<file path="src/rtl/dm_bus_arb.sv">
// dm_bus_arb: shares one data-bus slave port between the core LSU (master 0)
// and the debug module system-bus path (master 1). One transaction in flight,
// debug priority bounded by a fairness cap, response timeout on the slave.
//
// state  | meaning
// -------+----------------------------------------------------------------
// IDLE   | no transaction; arbitrate between core_req and dbg_req
// ISSUE  | s_req asserted with the owner's latched fields, waiting for s_gnt
// WAIT   | handshake done, waiting for s_rvalid or the response timeout
module dm_bus_arb #(
    parameter int ADDR_W  = 32,
    parameter int DATA_W  = 32,
    parameter int DBG_MAX = 4,
    parameter int TIMEOUT = 255
) (
    input  logic              clk,
    input  logic              rst,
    input  logic              core_req,
    input  logic              core_we,
    input  logic [ADDR_W-1:0] core_addr,
    input  logic [DATA_W-1:0] core_wdata,
    output logic [DATA_W-1:0] core_rdata,
    output logic              core_done,
    output logic              core_err,
    output logic              core_hold,
    input  logic              dbg_req,
    input  logic              dbg_we,
    input  logic [ADDR_W-1:0] dbg_addr,
    input  logic [DATA_W-1:0] dbg_wdata,
    output logic [DATA_W-1:0] dbg_rdata,
    output logic              dbg_done,
    output logic              dbg_err,
    output logic              s_req,
    output logic              s_we,
    output logic [ADDR_W-1:0] s_addr,
    output logic [DATA_W-1:0] s_wdata,
    input  logic              s_gnt,
    input  logic              s_rvalid,
    input  logic [DATA_W-1:0] s_rdata
);

    typedef enum logic [1:0] {
        ST_IDLE  = 2'd0,
        ST_ISSUE = 2'd1,
        ST_WAIT  = 2'd2
    } state_e;

    localparam int CNT_W = $clog2(DBG_MAX + 1);
    localparam logic [CNT_W-1:0] CNT_MAX = CNT_W'(DBG_MAX);

    // The timeout is a down-counter loaded on the handshake. Because the
    // completion flops add one cycle, the terminal count is reached one cycle
    // before the done pulse, so the load value is TIMEOUT-2. TIMEOUT of 1 or 2
    // both collapse to the shortest legal response window.
    localparam int TMO_W = (TIMEOUT > 2) ? $clog2(TIMEOUT) : 1;
    localparam logic [TMO_W-1:0] TMO_LOAD = (TIMEOUT > 2) ? TMO_W'(TIMEOUT - 2) : '0;

    state_e             state_q,      state_d;
    logic               owner_dbg_q,  owner_dbg_d;
    logic [CNT_W-1:0]   dbg_cnt_q,    dbg_cnt_d;
    logic [TMO_W-1:0]   tmo_q,        tmo_d;
    logic               s_req_q,      s_req_d;
    logic               s_we_q,       s_we_d;
    logic [ADDR_W-1:0]  s_addr_q,     s_addr_d;
    logic [DATA_W-1:0]  s_wdata_q,    s_wdata_d;
    logic               core_done_q,  core_done_d;
    logic               core_err_q,   core_err_d;
    logic [DATA_W-1:0]  core_rdata_q, core_rdata_d;
    logic               dbg_done_q,   dbg_done_d;
    logic               dbg_err_q,    dbg_err_d;
    logic [DATA_W-1:0]  dbg_rdata_q,  dbg_rdata_d;

    logic               dbg_win;
    logic               fin;
    logic               fin_err;
    logic [DATA_W-1:0]  fin_rdata;

    // Debug wins unless the core is waiting and debug has used up its streak.
    assign dbg_win = dbg_req & (~core_req | (dbg_cnt_q < CNT_MAX));

    // Next-state, slave-side and completion logic.
    always_comb begin
        state_d      = state_q;
        owner_dbg_d  = owner_dbg_q;
        dbg_cnt_d    = dbg_cnt_q;
        tmo_d        = tmo_q;
        s_req_d      = s_req_q;
        s_we_d       = s_we_q;
        s_addr_d     = s_addr_q;
        s_wdata_d    = s_wdata_q;
        core_done_d  = 1'b0;
        core_err_d   = 1'b0;
        core_rdata_d = '0;
        dbg_done_d   = 1'b0;
        dbg_err_d    = 1'b0;
        dbg_rdata_d  = '0;
        fin          = 1'b0;
        fin_err      = 1'b0;
        fin_rdata    = '0;

        unique case (state_q)
            ST_IDLE: begin
                if (dbg_win) begin
                    state_d     = ST_ISSUE;
                    owner_dbg_d = 1'b1;
                    s_req_d     = 1'b1;
                    s_we_d      = dbg_we;
                    s_addr_d    = dbg_addr;
                    s_wdata_d   = dbg_wdata;
                    if (!core_req) begin
                        dbg_cnt_d = '0;
                    end else if (dbg_cnt_q != CNT_MAX) begin
                        dbg_cnt_d = dbg_cnt_q + CNT_W'(1);
                    end
                end else if (core_req) begin
                    state_d     = ST_ISSUE;
                    owner_dbg_d = 1'b0;
                    s_req_d     = 1'b1;
                    s_we_d      = core_we;
                    s_addr_d    = core_addr;
                    s_wdata_d   = core_wdata;
                    dbg_cnt_d   = '0;
                end else begin
                    dbg_cnt_d = '0;
                end
            end
            ST_ISSUE: begin
                if (s_gnt) begin
                    state_d = ST_WAIT;
                    s_req_d = 1'b0;
                    tmo_d   = TMO_LOAD;
                end
            end
            ST_WAIT: begin
                if (s_rvalid || (tmo_q == '0)) begin
                    fin       = 1'b1;
                    fin_err   = ~s_rvalid;
                    fin_rdata = (s_rvalid && !s_we_q) ? s_rdata : '0;
                    state_d   = ST_IDLE;
                    s_we_d    = 1'b0;
                    s_addr_d  = '0;
                    s_wdata_d = '0;
                    tmo_d     = '0;
                end else begin
                    tmo_d = tmo_q - TMO_W'(1);
                end
            end
            default: begin
                state_d = ST_IDLE;
                s_req_d = 1'b0;
            end
        endcase

        if (fin) begin
            if (owner_dbg_q) begin
                dbg_done_d  = 1'b1;
                dbg_err_d   = fin_err;
                dbg_rdata_d = fin_rdata;
            end else begin
                core_done_d  = 1'b1;
                core_err_d   = fin_err;
                core_rdata_d = fin_rdata;
            end
        end
    end

    // State and registered outputs; reset aborts any transaction silently.
    always_ff @(posedge clk) begin
        if (rst) begin
            state_q      <= ST_IDLE;
            owner_dbg_q  <= 1'b0;
            dbg_cnt_q    <= '0;
            tmo_q        <= '0;
            s_req_q      <= 1'b0;
            s_we_q       <= 1'b0;
            s_addr_q     <= '0;
            s_wdata_q    <= '0;
            core_done_q  <= 1'b0;
            core_err_q   <= 1'b0;
            core_rdata_q <= '0;
            dbg_done_q   <= 1'b0;
            dbg_err_q    <= 1'b0;
            dbg_rdata_q  <= '0;
        end else begin
            state_q      <= state_d;
            owner_dbg_q  <= owner_dbg_d;
            dbg_cnt_q    <= dbg_cnt_d;
            tmo_q        <= tmo_d;
            s_req_q      <= s_req_d;
            s_we_q       <= s_we_d;
            s_addr_q     <= s_addr_d;
            s_wdata_q    <= s_wdata_d;
            core_done_q  <= core_done_d;
            core_err_q   <= core_err_d;
            core_rdata_q <= core_rdata_d;
            dbg_done_q   <= dbg_done_d;
            dbg_err_q    <= dbg_err_d;
            dbg_rdata_q  <= dbg_rdata_d;
        end
    end

    assign s_req      = s_req_q;
    assign s_we       = s_we_q;
    assign s_addr     = s_addr_q;
    assign s_wdata    = s_wdata_q;
    assign core_done  = core_done_q;
    assign core_err   = core_err_q;
    assign core_rdata = core_rdata_q;
    assign dbg_done   = dbg_done_q;
    assign dbg_err    = dbg_err_q;
    assign dbg_rdata  = dbg_rdata_q;

    // The pipeline stalls while debug is asking for or holding the bus.
    assign core_hold = dbg_req | (owner_dbg_q & (state_q != ST_IDLE));

endmodule
</file>
<file path="config.mk">
export PLATFORM = sky130hd
export DESIGN_NAME = dm_bus_arb
export DESIGN_NICKNAME = d
export VERILOG_FILES = /design/src/rtl/dm_bus_arb.sv
export SDC_FILE = /design/constraint.sdc
export NUM_CORES = 1
export LEC_CHECK = 0
export ABC_CLOCK_PERIOD_IN_PS = 2000
export BUFFER_PORTS_ARGS = -buffer_cell sky130_fd_sc_hd__clkbuf_2
export CORE_MARGIN = 3
export CORE_UTILIZATION = 40
export CTS_BUF_LIST = sky130_fd_sc_hd__clkbuf_2
export DETAILED_ROUTE_END_ITERATION = 16
export PLACE_DENSITY = 0.75
export SLEW_MARGIN = 20
export SYNTH_ARGS = -nofsm -noshare
export SYNTH_HDL_FRONTEND = slang
export SYNTH_SLANG_ARGS = --single-unit
</file>
<file path="constraint.sdc">
create_clock -name clk -period 2 [get_ports clk]
set_clock_uncertainty 0.2 [all_clocks]
set_input_delay 0.6 -clock clk [delete_from_list [all_inputs] [get_ports clk]]
set_output_delay 0.6 -clock clk [all_outputs]
set_load 0.01 [all_outputs]
</file>
==> results.ini <==
[synthesis]
synthFlopType = dfxtp_1
yosysWarnings = 0
yosysSeqAreaShare = 0.534
async_flop_share = 0
syn_avg_cell_area_um2 = 10.2
syn_inst = 543
synth-edff-count = 0
synth.net_count = 715
netlist_area_mm2 = 0.00555
synth-seq-cells = 148
synth_cell_types = 42

[detailed_routing]
wl_met3_um = 3180
top_layer_used = met5
finalWirelength_um = 32900
antenna_left = 0
dr_wl_met2_um = 15800
viasPerCell = 5.68
wire_per_inst_um = 25.8
remaining_drc_errors = 0
via_count = 7241
drt-met1-wl_um = 11100
first_pass_iters = 5
drt-initial-drc-count = 771

[worst_setup_path]
crit_fanout = 2
path_buf_inv = 1
cp.arrival_ns = 1.71
worstSetupPathType = reg -> out
crit_family = flip-flops
crit_required_ns = 1.20
crit_path_start = state_q[0]
crit_path_end_kind = output port
r2r-start = tmo_q[1]
critPathLaunchType = register
cp_slowest_cell = dfxtp_2
crit_chain = or2_4, a21o_1, clkbuf_2
max_stage_delay_ns = 0.38

[clock_tree]
clkTransAtPathRegs_ns = 0.24
clk-insertion-delay-late_ns = 0.75
cts_tree = yes
cts_sinks = 148
cts_root_buffer = clkbuf_2
cts_max_level = 4
clk_path_buf_depth = 2
cts_made_buffers = 17

[cells_and_area]
fin_nets = 1253
synthToLayoutAreaGrowth_pct = 116
drive_gt1_frac = 0.665
design_area_mm2 = 0.0120
fillers = 498

[place]
post-dp-hpwl_um = 12100
port_buffers = 302
globalplace.congestion = 0.824
dpl_worst_slack_ns = -0.216
dpl_cell_area_mm2 = 0.00758

[timing]
slew_headroom = 0.547
fin_crit_sh = 1.25
period_needed_ns = 2.51
holdWs_ns = 0.0665
slew_viol_final = 0
fmax_mhz = 399
setup_slack_ns = -0.505
tightest_slew_ns = 0.673
rsz0062_at_grt = true
setup-violations-final = 217
hold_viol = 0

[floorplan]
start_util = 0.414
dieArea_mm2 = 0.0153
dieWidth_um = 124
rows = 42
core_area_mm2 = 0.0134
die_h_um = 124
ioPinCount = 303

[run_status]
failed_checks = setup timing
outcome = complete, but fails checks

[pwr]
p_per_area_mw_per_mm2 = 601
vdd_drop_max_mv = 0.374
p_leak_uw = 0.00519

[global_routing]
grt_pass1_wl_um = 36000
grt-ovfl-total = 0
grt_pass1_vias = 6858
grt_usage = 0.307
grt_max_degree = 39
antenna_found_initial = 5

[min_path]
hold_start = core_addr[22]
hold_class = in -> reg

[job]
maxCapViolCount = 0

[layout make-up]
| cell class | count | area, um^2 | area share |
|---|---|---|---|
| Timing Repair Buffer | 559 | 5020 | 0.419 |
| Multi-Input combinational cell | 347 | 3360 | 0.280 |
| Sequential cell | 148 | 3140 | 0.262 |
| Tap cell | 176 | 220 | 0.0184 |
| Clock inverter | 15 | 120 | 0.0100 |
| Clock buffer | 17 | 85.1 | 0.00710 |
| Inverter | 8 | 35.0 | 0.00292 |
| Antenna cell | 4 | 10.0 | 0.000835 |
[cells in the mapped netlist (3+ instances only)]
cell / number / area (um^2)
a21oi_1: 28 / 140
buf_2: 11 / 55.1
buf_6: 6 / 67.6
clkbuf_1: 23 / 86.3
dfxtp_1: 148 / 2960
ha_1: 4 / 50.1
inv_1: 7 / 26.3
mux2_2: 15 / 169
mux2i_1: 50 / 500
nand2_1: 59 / 221
nand3_1: 4 / 20.0
nor2_1: 51 / 191
nor2_2: 26 / 163
nor2_4: 4 / 45.0
nor3b_1: 3 / 22.5
o211ai_1: 15 / 113
o21ai_0: 8 / 40.0
o2bb2ai_1: 50 / 438
[timing repair]
item	in CTS	in global routing
hold endpoints to repair	121	0
resized for setup	181	429
buffers inserted	22	47
gates cloned	14	5
hold buffers	134	0
pin swaps	25	29
endpoints found under the setup margin	243	270
[layer usage]
metal	vias up	track usage
li1	2989	-
met1	3417	0.320
met2	609	0.531
met3	224	0.0922
met4	2	0.204
met5	-	0
[power breakdown]
group	internal [uW]	switching (uW)	leakage, uW
Clock	362	1330	0.000129
Sequential	3140	175	0.00126
Combinational	1180	1020	0.00380
[stage by stage]
step                      total power [uW]  cells  utilization  setup TNS [ns]
after detailed placement              4370   1031        0.566           -7.65
after floorplan                       3790    543            -           -1.90
after CTS                             6380   1232        0.768          -25.65
after global placement                4350   1031        0.566           -4.84
final                                 7200   1274        0.895          -18.88
after global routing                  7390   1274        0.895          -35.23
[placed cells by master (no fill, tap or decap), drive strengths merged, types with 2 or more instances in the layout]
cell         synthesis  layout
clkinv               0       6
buf                 17     253
dfxtp              148     148
nor2                81      81
nor2b                2       2
nor3                 3       3
clkinvlp             0       2
nand3                4       4
inv                  8      15
diode                0       4
mux2                15      15
nor3b                3       3
o2bb2ai             50      50
nor4                 2       2
or2                  2       2
a211oi               2       2
a21oi               29      29
mux2i               50      50
o21ai                9       9
a31oi                2       2
ha                   4       4
nand2b               2       2
o211ai              15      15
dlygate4sd3          0     134
clkbuf              23     189
nand2               59      59
[registers in the layout, summed over array words and instances, names as in the netlist, 2 cells and up]
signal      flops
dbg_cnt_q       3
s_wdata        32
core_rdata     32
tmo_q           8
state_q         2
s_addr         32
dbg_rdata      32
[cell families after synthesis]
group | count (synthesis) | share of synthesized area
flip-flops | 148 | 0.534
multiplexers | 65 | 0.121
AND/OR/NAND/NOR | 162 | 0.141
buffers and inverters | 48 | 0.0431
AO/OA/AOI/OAI | 114 | 0.149
adder cells (fa/ha/maj) | 4 | 0.00902
XOR/XNOR | 2 | 0.00316
[worst register-to-register path, stage by stage (launching register included)]
cell and delay [ns]:
dfxtp_2 0.38, inv_2 0.07, ha_4 0.13, nor4b_4 0.26, a21oi_4 0.10, or4b_4 0.63
buf_6 0.18, buf_12 0.16, nor2_4 0.08
[path summary, 6_finish.rpt]
| check | endpoint | depth (start not counted) | slack, ns |
|---|---|---|---|
| max | core_hold | 3 | -0.51 |
| min | s_addr[22] | 4 | 0.07 |
| min reg2reg | s_wdata[21] | 1 | 0.30 |
| max reg2reg | dbg_rdata[30] | 8 | -0.20 |
Note: power is estimated with default switching activity, not from simulation.
